[config.mk]
export PLATFORM = sky130hd
export DESIGN_NAME = song_recorder
export DESIGN_NICKNAME = d
export VERILOG_FILES = /design/src/rtl/song_recorder.sv
export SDC_FILE = /design/constraint.sdc
export NUM_CORES = 1
export LEC_CHECK = 0
export BUFFER_PORTS_ARGS = -buffer_cell sky130_fd_sc_hd__buf_2
export CAP_MARGIN = 10
export CORE_MARGIN = 1.5
export CORE_UTILIZATION = 55
export CTS_BUF_LIST = sky130_fd_sc_hd__clkbuf_8
export DETAILED_ROUTE_END_ITERATION = 8
export PLACE_DENSITY = 0.84
export SLEW_MARGIN = 20
export SYNTH_ARGS = -nofsm -noshare
export SYNTH_HDL_FRONTEND = slang
export SYNTH_SLANG_ARGS = --single-unit
[constraint.sdc]
create_clock -name clk -period 4.05 [get_ports clk]
set_input_delay 0.6075 -clock clk [delete_from_list [all_inputs] [get_ports clk]]
set_output_delay 0.6075 -clock clk [all_outputs]
set_load 0.005 [all_outputs]
[src/rtl/song_recorder.sv]
// song_recorder: turns live note/beat events into note, WAIT and end-marker command words for song RAM.
// Build option: SKIP_LEAD_SILENCE_EN ignores beats until the first accepted note of a take.
module song_recorder #(
    parameter int SONG_W   = 2,
    parameter int INDEX_W  = 7,
    parameter int MAX_WAIT = 63
) (
    input  logic                      clk,
    input  logic                      reset,
    input  logic                      record,
    input  logic [SONG_W-1:0]         song,
    input  logic                      beat,
    input  logic                      note_valid,
    input  logic [5:0]                note,
    input  logic [5:0]                duration,
    output logic                      wr_en,
    output logic [SONG_W+INDEX_W-1:0] wr_addr,
    output logic [15:0]               wr_data,
    output logic                      recording,
    output logic                      song_done,
    output logic [INDEX_W-1:0]        length,
    output logic                      full,
    output logic                      dropped
);
    typedef enum logic [2:0] {
        S_IDLE  = 3'd0,
        S_REC   = 3'd1,
        S_NOTE  = 3'd2,
        S_FLUSH = 3'd3,
        S_END   = 3'd4,
        S_DONE  = 3'd5
    } state_t;

    localparam logic [INDEX_W-1:0] LAST_IDX   = {INDEX_W{1'b1}};
    localparam logic [5:0]         MAX_WAIT_C = 6'(MAX_WAIT);

    function automatic logic [15:0] note_word(input logic [5:0] n, input logic [5:0] d);
        return {1'b0, n, d, 3'b000};
    endfunction

    function automatic logic [15:0] wait_word(input logic [5:0] b);
        return {1'b1, b, 6'd0, 3'b000};
    endfunction

    state_t              state_r, state_s;
    logic [SONG_W-1:0]   slot_r, slot_s;
    logic [INDEX_W-1:0]  index_r, index_s, idx_inc_s;
    logic [5:0]          beat_cnt_r, beat_cnt_s, cnt_eff_s;
    logic [11:0]         pend_r, pend_s;
    logic                full_s, dropped_s;
    logic                wr_en_s;
    logic [15:0]         wr_data_s;
    logic                beat_eff_s, note_real_s, overflow_s, hit_last_s;

`ifdef SKIP_LEAD_SILENCE_EN
    logic                seen_r, seen_s;
    assign beat_eff_s = beat && seen_r;
`else
    assign beat_eff_s = beat;
`endif

    // An all-zero note event is treated as no event at all
    assign note_real_s = note_valid && !((note == 6'd0) && (duration == 6'd0));
    assign overflow_s  = beat_eff_s && (beat_cnt_r == MAX_WAIT_C);
    assign cnt_eff_s   = beat_cnt_r + {5'd0, beat_eff_s};
    assign idx_inc_s   = index_r + INDEX_W'(1);
    assign hit_last_s  = (idx_inc_s == LAST_IDX);

    // Next-state, next-entry and write-command logic
    always_comb begin
        state_s    = state_r;
        slot_s     = slot_r;
        index_s    = index_r;
        beat_cnt_s = beat_cnt_r;
        pend_s     = pend_r;
        full_s     = full;
        dropped_s  = dropped;
        wr_en_s    = 1'b0;
        wr_data_s  = 16'h0000;
`ifdef SKIP_LEAD_SILENCE_EN
        seen_s     = seen_r;
`endif
        case (state_r)
            S_IDLE: begin
                if (record) begin
                    slot_s     = song;
                    index_s    = '0;
                    beat_cnt_s = 6'd0;
                    full_s     = 1'b0;
                    dropped_s  = 1'b0;
`ifdef SKIP_LEAD_SILENCE_EN
                    seen_s     = 1'b0;
`endif
                    state_s    = S_REC;
                end else begin
                    state_s = S_IDLE;
                end
            end
            S_REC: begin
                if (overflow_s) begin
                    // Full-size WAIT goes out first; the overflowing beat starts the next count
                    wr_en_s    = 1'b1;
                    wr_data_s  = wait_word(MAX_WAIT_C);
                    index_s    = idx_inc_s;
                    beat_cnt_s = 6'd1;
                    if (hit_last_s) begin
                        full_s    = 1'b1;
                        dropped_s = dropped | note_real_s;
                        state_s   = S_END;
                    end else if (!record) begin
                        dropped_s = dropped | note_real_s;
                        state_s   = S_FLUSH;
                    end else if (note_real_s) begin
                        pend_s  = {note, duration};
                        state_s = S_NOTE;
`ifdef SKIP_LEAD_SILENCE_EN
                        seen_s  = 1'b1;
`endif
                    end else begin
                        state_s = S_REC;
                    end
                end else if (!record) begin
                    beat_cnt_s = cnt_eff_s;
                    dropped_s  = dropped | note_real_s;
                    state_s    = S_FLUSH;
                end else if (note_real_s) begin
                    wr_en_s = 1'b1;
                    index_s = idx_inc_s;
`ifdef SKIP_LEAD_SILENCE_EN
                    seen_s  = 1'b1;
`endif
                    if (cnt_eff_s == 6'd0) begin
                        wr_data_s = note_word(note, duration);
                        if (hit_last_s) begin
                            full_s  = 1'b1;
                            state_s = S_END;
                        end else begin
                            state_s = S_REC;
                        end
                    end else begin
                        wr_data_s  = wait_word(cnt_eff_s);
                        beat_cnt_s = 6'd0;
                        if (hit_last_s) begin
                            full_s    = 1'b1;
                            dropped_s = 1'b1;
                            state_s   = S_END;
                        end else begin
                            pend_s  = {note, duration};
                            state_s = S_NOTE;
                        end
                    end
                end else begin
                    beat_cnt_s = cnt_eff_s;
                end
            end
            S_NOTE: begin
                wr_en_s    = 1'b1;
                wr_data_s  = note_word(pend_r[11:6], pend_r[5:0]);
                index_s    = idx_inc_s;
                beat_cnt_s = cnt_eff_s;
                dropped_s  = dropped | note_real_s;
                if (hit_last_s) begin
                    full_s  = 1'b1;
                    state_s = S_END;
                end else begin
                    state_s = S_REC;
                end
            end
            S_FLUSH: begin
                if (beat_cnt_r != 6'd0) begin
                    wr_en_s   = 1'b1;
                    wr_data_s = wait_word(beat_cnt_r);
                    index_s   = idx_inc_s;
                    full_s    = hit_last_s;
                end else begin
                    wr_en_s = 1'b0;
                end
                beat_cnt_s = 6'd0;
                state_s    = S_END;
            end
            S_END: begin
                // End marker sits at the current index and is not counted in length
                wr_en_s   = 1'b1;
                wr_data_s = 16'h0000;
                state_s   = S_DONE;
            end
            S_DONE: begin
                state_s = S_IDLE;
            end
            default: begin
                state_s = S_IDLE;
            end
        endcase
    end

    // State, bookkeeping and registered RAM-port outputs
    always_ff @(posedge clk) begin
        if (reset) begin
            state_r    <= S_IDLE;
            slot_r     <= '0;
            index_r    <= '0;
            beat_cnt_r <= 6'd0;
            pend_r     <= 12'd0;
            wr_en      <= 1'b0;
            wr_addr    <= '0;
            wr_data    <= 16'h0000;
            recording  <= 1'b0;
            song_done  <= 1'b0;
            length     <= '0;
            full       <= 1'b0;
            dropped    <= 1'b0;
`ifdef SKIP_LEAD_SILENCE_EN
            seen_r     <= 1'b0;
`endif
        end else begin
            state_r    <= state_s;
            slot_r     <= slot_s;
            index_r    <= index_s;
            beat_cnt_r <= beat_cnt_s;
            pend_r     <= pend_s;
            wr_en      <= wr_en_s;
            wr_addr    <= {slot_r, index_r};
            wr_data    <= wr_data_s;
            recording  <= (state_s == S_REC) || (state_s == S_NOTE) ||
                          (state_s == S_FLUSH) || (state_s == S_END);
            song_done  <= (state_s == S_DONE);
            length     <= index_s;
            full       <= full_s;
            dropped    <= dropped_s;
`ifdef SKIP_LEAD_SILENCE_EN
            seen_r     <= seen_s;
`endif
        end
    end
endmodule

==> metrics.txt, run 1 <==
Final setup viols 0; share of post-route cells with drive strength above 1 0.2717; DR iter-0 viols 272; DR WL/cell 14.17 um; WHS Path Cells 1; cts bufs inserted 9; num rows 25; Port Buf Inserts 52; post-CTS setup buffer count 0; Seq/Total Area, Yosys 0.4218; Area Overhead vs Synth 16.56%; Vias 2279; relative slew slack 0.4072; final wirelength 5853 um; CP Capture Type flip-flop; post-cts sizing count 0; Setup Skew 8.951 ps; final hold viol count 0; Worst Hold Class flip-flop to flip-flop; initial core utilization 0.5727; Req. time, crit path 4250 ps; Yosys reg bits 57; FF-to-FF End pend_r[2]; synth warn 0; final setup margin 1321 ps; DRT Pass-1 Iters 4; min-delay src slot_r[0]; Syn Std Cell Area 2705 sq um; number of synthesized flops with an enable pin 0; io pins 56; H-Tree Depth 3; Finished Core Util 0.6676; vias in the first global route 1989; dpl hpwl 4112 um; Worst setup SP type flip-flop; maximum clock frequency 0.3664 GHz; Detail Route Antenna Nets 0; MaxCap Viol Count 0; diode count 0; routability cong. 0.8596; Synth Flop Type dfxtp_1; largest net degree at the start of global routing 38; clk_lat worst skew 340 ps; VDD IR-drop max 0.0002744 V; # nets final 365; worst r2r src beat_cnt_r[0]; CTS tree done; fin crit share 0.6738; synth unique cells 56; Leakage 1.374 nW; Worst R2R Path Depth 9; WHS Endpoint wr_addr[7]; WS Path Type flip-flop to flip-flop; Post-DP Area 2973 sq um; total track usage 0.2353; drt drc 0; Mapped Cells 292; initial antenna violation count 0; die area 5348 sq um; pwr/cell area 369.1 nW/um^2; minimum clock period 2729 ps; worst slew pin tran 883.9 ps; fin area 3153 sq um; Worst R2R Setup Slack 1320 ps; run status finished, final reports clean; Die W 73.13 um; Post-Syn Area per Cell 9.264 sq um; crit-path max FO 12; Core ar. 4723 sq um; cts hold-fix bufs 0; pre-CTS setup slack 1017 ps; grt ovf 0; Max Slew Vio Count 0; post-route setup TNS 0 ps; Reg clk slew, reported paths 70 ps; RSZ-0062 raised after global routing false; ys async rst share 0; first-pass GRT wire length 9577 um; Die Ht 73.13 um; Data arrival, critical path 2930 ps; CTS Root Cell clkbuf_8; # clock sinks 57; Fin Hold WS 464.8 ps; via/cell ratio 5.518; deepest clock path buffer count 2
[synthesized netlist by cell type (all sizes together), types with 2 or more instances]
cell	count	area, sq um
nor3b	2	25.02
nand2	23	86.33
nand3	9	45.04
xnor2	2	17.52
mux2i	14	140.1
or3	2	12.51
nor2	40	150.1
nand4	2	18.77
nor3	6	30.03
or2	5	31.28
and3	2	12.51
dfxtp	57	1141
nor4	5	76.32
a211oi	3	35.03
a22oi	7	52.55
o21a	2	15.01
nand3b	2	15.01
buf	11	72.56
a21oi	16	80.08
o211ai	3	32.53
o21ai	9	45.04
o22ai	4	25.02
nor2b	9	56.30
ha	4	50.05
xor2	6	52.55
nand2b	2	15.02
mux2	5	56.30
clkbuf	5	18.77
a21o	3	22.52
inv	3	11.26
a21boi	3	22.52
o31ai	10	75.07
[routing by layer]
metal | vias to the layer above | wire length (um) | GRT usage
met5 | - | 0 | 0
met4 | 0 | 130 | 0.1132
met3 | 13 | 321 | 0.05387
met2 | 83 | 2774 | 0.3515
met1 | 1034 | 2627 | 0.3200
li1 | 1149 | - | -
[final cells by class]
| type | count | area, sq um |
|---|---|---|
| clock buffer | 12 | 165.2 |
| timing repair buffer | 53 | 267.8 |
| sequential | 57 | 1141 |
| inverter | 3 | 11.26 |
| multi-input combinational | 218 | 1469 |
| fill | 382 | 1570 |
| tap | 67 | 83.83 |
| clock inverter | 3 | 15.01 |
[state kept, by name (all words and copies together), names as in the netlist, 2 cells and up]
name and flops:
wr_addr 9, index_r 7, beat_cnt_r 6, pend_r 12, state_r 3, wr_data 13, slot_r 2
[worst max-delay path: stages, from the launching register on]
cell	delay, ps
dfxtp_1	420
ha_1	270
ha_1	280
or2_2	330
a211oi_4	320
nand4bb_4	190
o211ai_2	180
buf_4	260
mux2i_1	280
nor2_1	70
[layout by cell type (no fill, tap or decap), types with 3 or more instances in the layout]
cell type / netlist / routed
a21boi_0: 3 / 3
a21o_1: 3 / 3
a21oi_1: 16 / 16
a22oi_1: 7 / 7
buf_2: 1 / 52
clkbuf_8: 0 / 12
clkinv_2: 0 / 3
conb_1: 1 / 3
dfxtp_1: 57 / 57
ha_1: 4 / 4
inv_1: 3 / 3
mux2_2: 5 / 5
mux2i_1: 14 / 14
nand2_1: 23 / 23
nand3_1: 9 / 9
nor2_1: 40 / 40
nor2b_1: 9 / 9
nor3_1: 6 / 6
nor4_4: 3 / 3
o21ai_0: 9 / 9
o22ai_1: 4 / 4
o31ai_1: 10 / 10
or2_2: 5 / 5
xor2_1: 6 / 6
[power breakdown]
group          internal (mW)  switching (mW)
clock                  0.265           0.216
combinational         0.0405          0.0624
sequential             0.570         0.00996
[through the flow]
step / instances / total power [mW]
after floorplan: 294 / 0.6625
after global placement: 398 / 0.6918
after detailed placement: 398 / 0.6942
after CTS: 413 / 1.169
after global routing: 413 / 1.205
final: 413 / 1.164
[cell families after synthesis]
family,after synthesis,share of synthesized area
simple gates,115,0.2391
compound gates,69,0.1827
flops,57,0.4218
mux,19,0.07261
buf+inv,19,0.03792
xor+xnor,8,0.02590
fa+ha+maj,4,0.01850
other cells,1,0.001386
[how the worst max path moves through the flow]
stage | start | endpoint
detailed placement | beat | pend_r[11]
CTS | beat_cnt_r[0] | pend_r[2]
global route | beat_cnt_r[0] | pend_r[11]
finish | beat_cnt_r[0] | pend_r[2]
global placement | beat | pend_r[0]
floorplan | beat | pend_r[2]
Power figures use the tool's default switching activity.
==> run 2, diff against run 1 <==
Clock period 4.05 ns to 2.6 ns, I/O delays scaled along.
==> metrics.txt, run 2 (synthesis results as in run 1) <==
die area 5348 sq um (unchanged); deepest clock path buffer count 2 (unchanged); Data arrival, critical path 2620 ps (-310 ps); via/cell ratio 5.467 (-0.92%); Vias 2329 (+2.2%); Final setup viols 0 (unchanged); cts bufs inserted 9 (unchanged); vias in the first global route 2126 (+6.9%); max reg flops 13 (unchanged); WS Path Type flip-flop to flip-flop; post-cts sizing count 0 (unchanged); top sig layer met4; first-pass GRT wire length 10110 um (+5.5%); post-CTS setup buffer count 0 (unchanged); Detail Route Antenna Nets 0 (unchanged); Metal-1 WL 2808 um (+6.9%); Top reg by flops wr_data; CTS tree done; clk_lat worst skew 330 ps (about the same); Worst setup SP type flip-flop; DRT Pass-1 Iters 4 (unchanged); Core ar. 4723 sq um (unchanged); fin crit share 0.9279 (+0.2541); H-Tree Depth 3 (unchanged); cts hold-fix bufs 0 (unchanged); met2 WL 2893 um (+4.3%); grt ovf 0 (unchanged); Req. time, crit path 2810 ps (-1440 ps); MaxCap Viol Count 0 (unchanged); relative slew slack 0.4623 (+0.05515); Die W 73.13 um (unchanged); Seq pwr share 0.463 (-0.035); fill count 369 (-3.4%); initial core utilization 0.5727 (unchanged); Area Overhead vs Synth 21.46%; final wirelength 6128 um (+4.7%); final setup margin 187.4 ps (-1134 ps); RSZ-0062 raised after global routing false; Max Slew Vio Count 0 (unchanged); Comb power frac 0.090 (+0.002); VDD IR-drop max 0.0002950 V (+7.5%); Worst R2R Setup Slack 190 ps (-1130 ps); run status finished, final reports clean; post-route setup TNS 0 ps (unchanged); Power Internal 1.492 mW (+70%); Placed Cells 410 (+3.0%); pre-CTS setup slack -13.72 ps (-1031 ps); Port Buf Inserts 52 (unchanged); total track usage 0.2473 (+0.01206); routability cong. 0.9015 (+4.9%); Switching Power 0.4586 mW (+59%); Switching Fraction 0.2351 (-0.01269); most frequent cells in the layout dfxtp_1, buf_2, nor2_1, nand2_1, a21oi_1; CP Capture Type flip-flop; metal3 WL 312 um (-2.8%); minimum clock period 2413 ps (-316.3 ps); pwr/cell area 593.6 nW/um^2 (+61%); commonest non-fill, non-tap cell in the layout dfxtp_1; drt drc 0 (unchanged); Top Registers wr_data (13), pend_r (12), wr_addr (9); largest net degree at the start of global routing 23 (-39%); # nets final 377 (+3.3%); initial antenna violation count 0 (unchanged); crit-path max FO 12 (unchanged); Setup Skew 5.305 ps (-3.646 ps); DR iter-0 viols 274 (+0.74%); Finished Layout Cells 426 (+3.1%); diode count 0 (unchanged); io pins 56 (unchanged); # clock sinks 57 (unchanged); CTS Root Cell clkbuf_8; clock power share 0.447 (+0.034); Die Ht 73.13 um (unchanged); final hold viol count 0 (unchanged); Reg clk slew, reported paths 60 ps (about the same); Leakage 1.454 nW (+5.8%); dpl hpwl 4302 um (+4.6%); DR WL/cell 14.38 um (+1.5%); Worst Hold Class input port to flip-flop; share of post-route cells with drive strength above 1 0.2953 (+0.02359); num rows 25 (unchanged); maximum clock frequency 0.4145 GHz (+13%); worst slew pin tran 806.5 ps (-77.40 ps)
-- run 2: power by group through the flow --
stage          sequential [mW]  clock [mW]  combinational (mW)
2_1_floorplan            0.916           0               0.116
3_3_place_gp             0.921           0               0.170
3_5_place_dp             0.921           0               0.174
4_1_cts                  0.902       0.883               0.175
5_1_grt                  0.904       0.919               0.194
6_report                 0.903       0.872               0.176
-- run 2: worst max-delay path, cell delays in order, from the launching register on --
cell and delay [ps]:
dfxtp_1 320, ha_1 190, ha_1 280, or2_2 320, a211oi_4 290, nand4bb_4 170, o211ai_2 230, buf_12 190
mux2i_1 230, nor2_1 60
-- run 2: worst paths after layout --
kind / startpoint / to / depth (start not counted)
max: beat_cnt_r[0] / pend_r[2] / 9
min: song[0] / slot_r[0] / 3
max reg2reg: beat_cnt_r[0] / pend_r[2] / 9
min reg2reg: slot_r[1] / wr_addr[8] / 1
-- run 2: stage by stage --
stage                     hold slack (ps)  instance area [sq um]  power, mW  utilization
after floorplan                     437.4                   2713      1.032            -
after global placement              442.2                   3075      1.091       0.6511
after detailed placement            462.2                   3075      1.095       0.6511
after CTS                           301.1                   3286      1.960       0.6956
after global routing                328.1                   3286      2.018       0.6956
final                               300.6                   3286      1.951       0.6956
-- run 2: layout make-up --
cell class | instances | area (sq um) | share of cell area
Multi-Input combinational cell | 218 | 1469 | 0.4471
Sequential cell | 57 | 1141 | 0.3473
Timing Repair Buffer | 65 | 370.4 | 0.1127
Clock buffer | 9 | 123.9 | 0.03770
Clock inverter | 7 | 86.33 | 0.02628
Tap cell | 67 | 83.83 | 0.02551
Inverter | 3 | 11.26 | 0.003427
-- run 2: per-layer routing --
| layer | track usage | vias up |
|---|---|---|
| met2 | 0.3828 | 75 |
| met1 | 0.3339 | 1074 |
| met5 | 0 | - |
| met4 | 0.1216 | 0 |
| li1 | - | 1165 |
| met3 | 0.04006 | 15 |
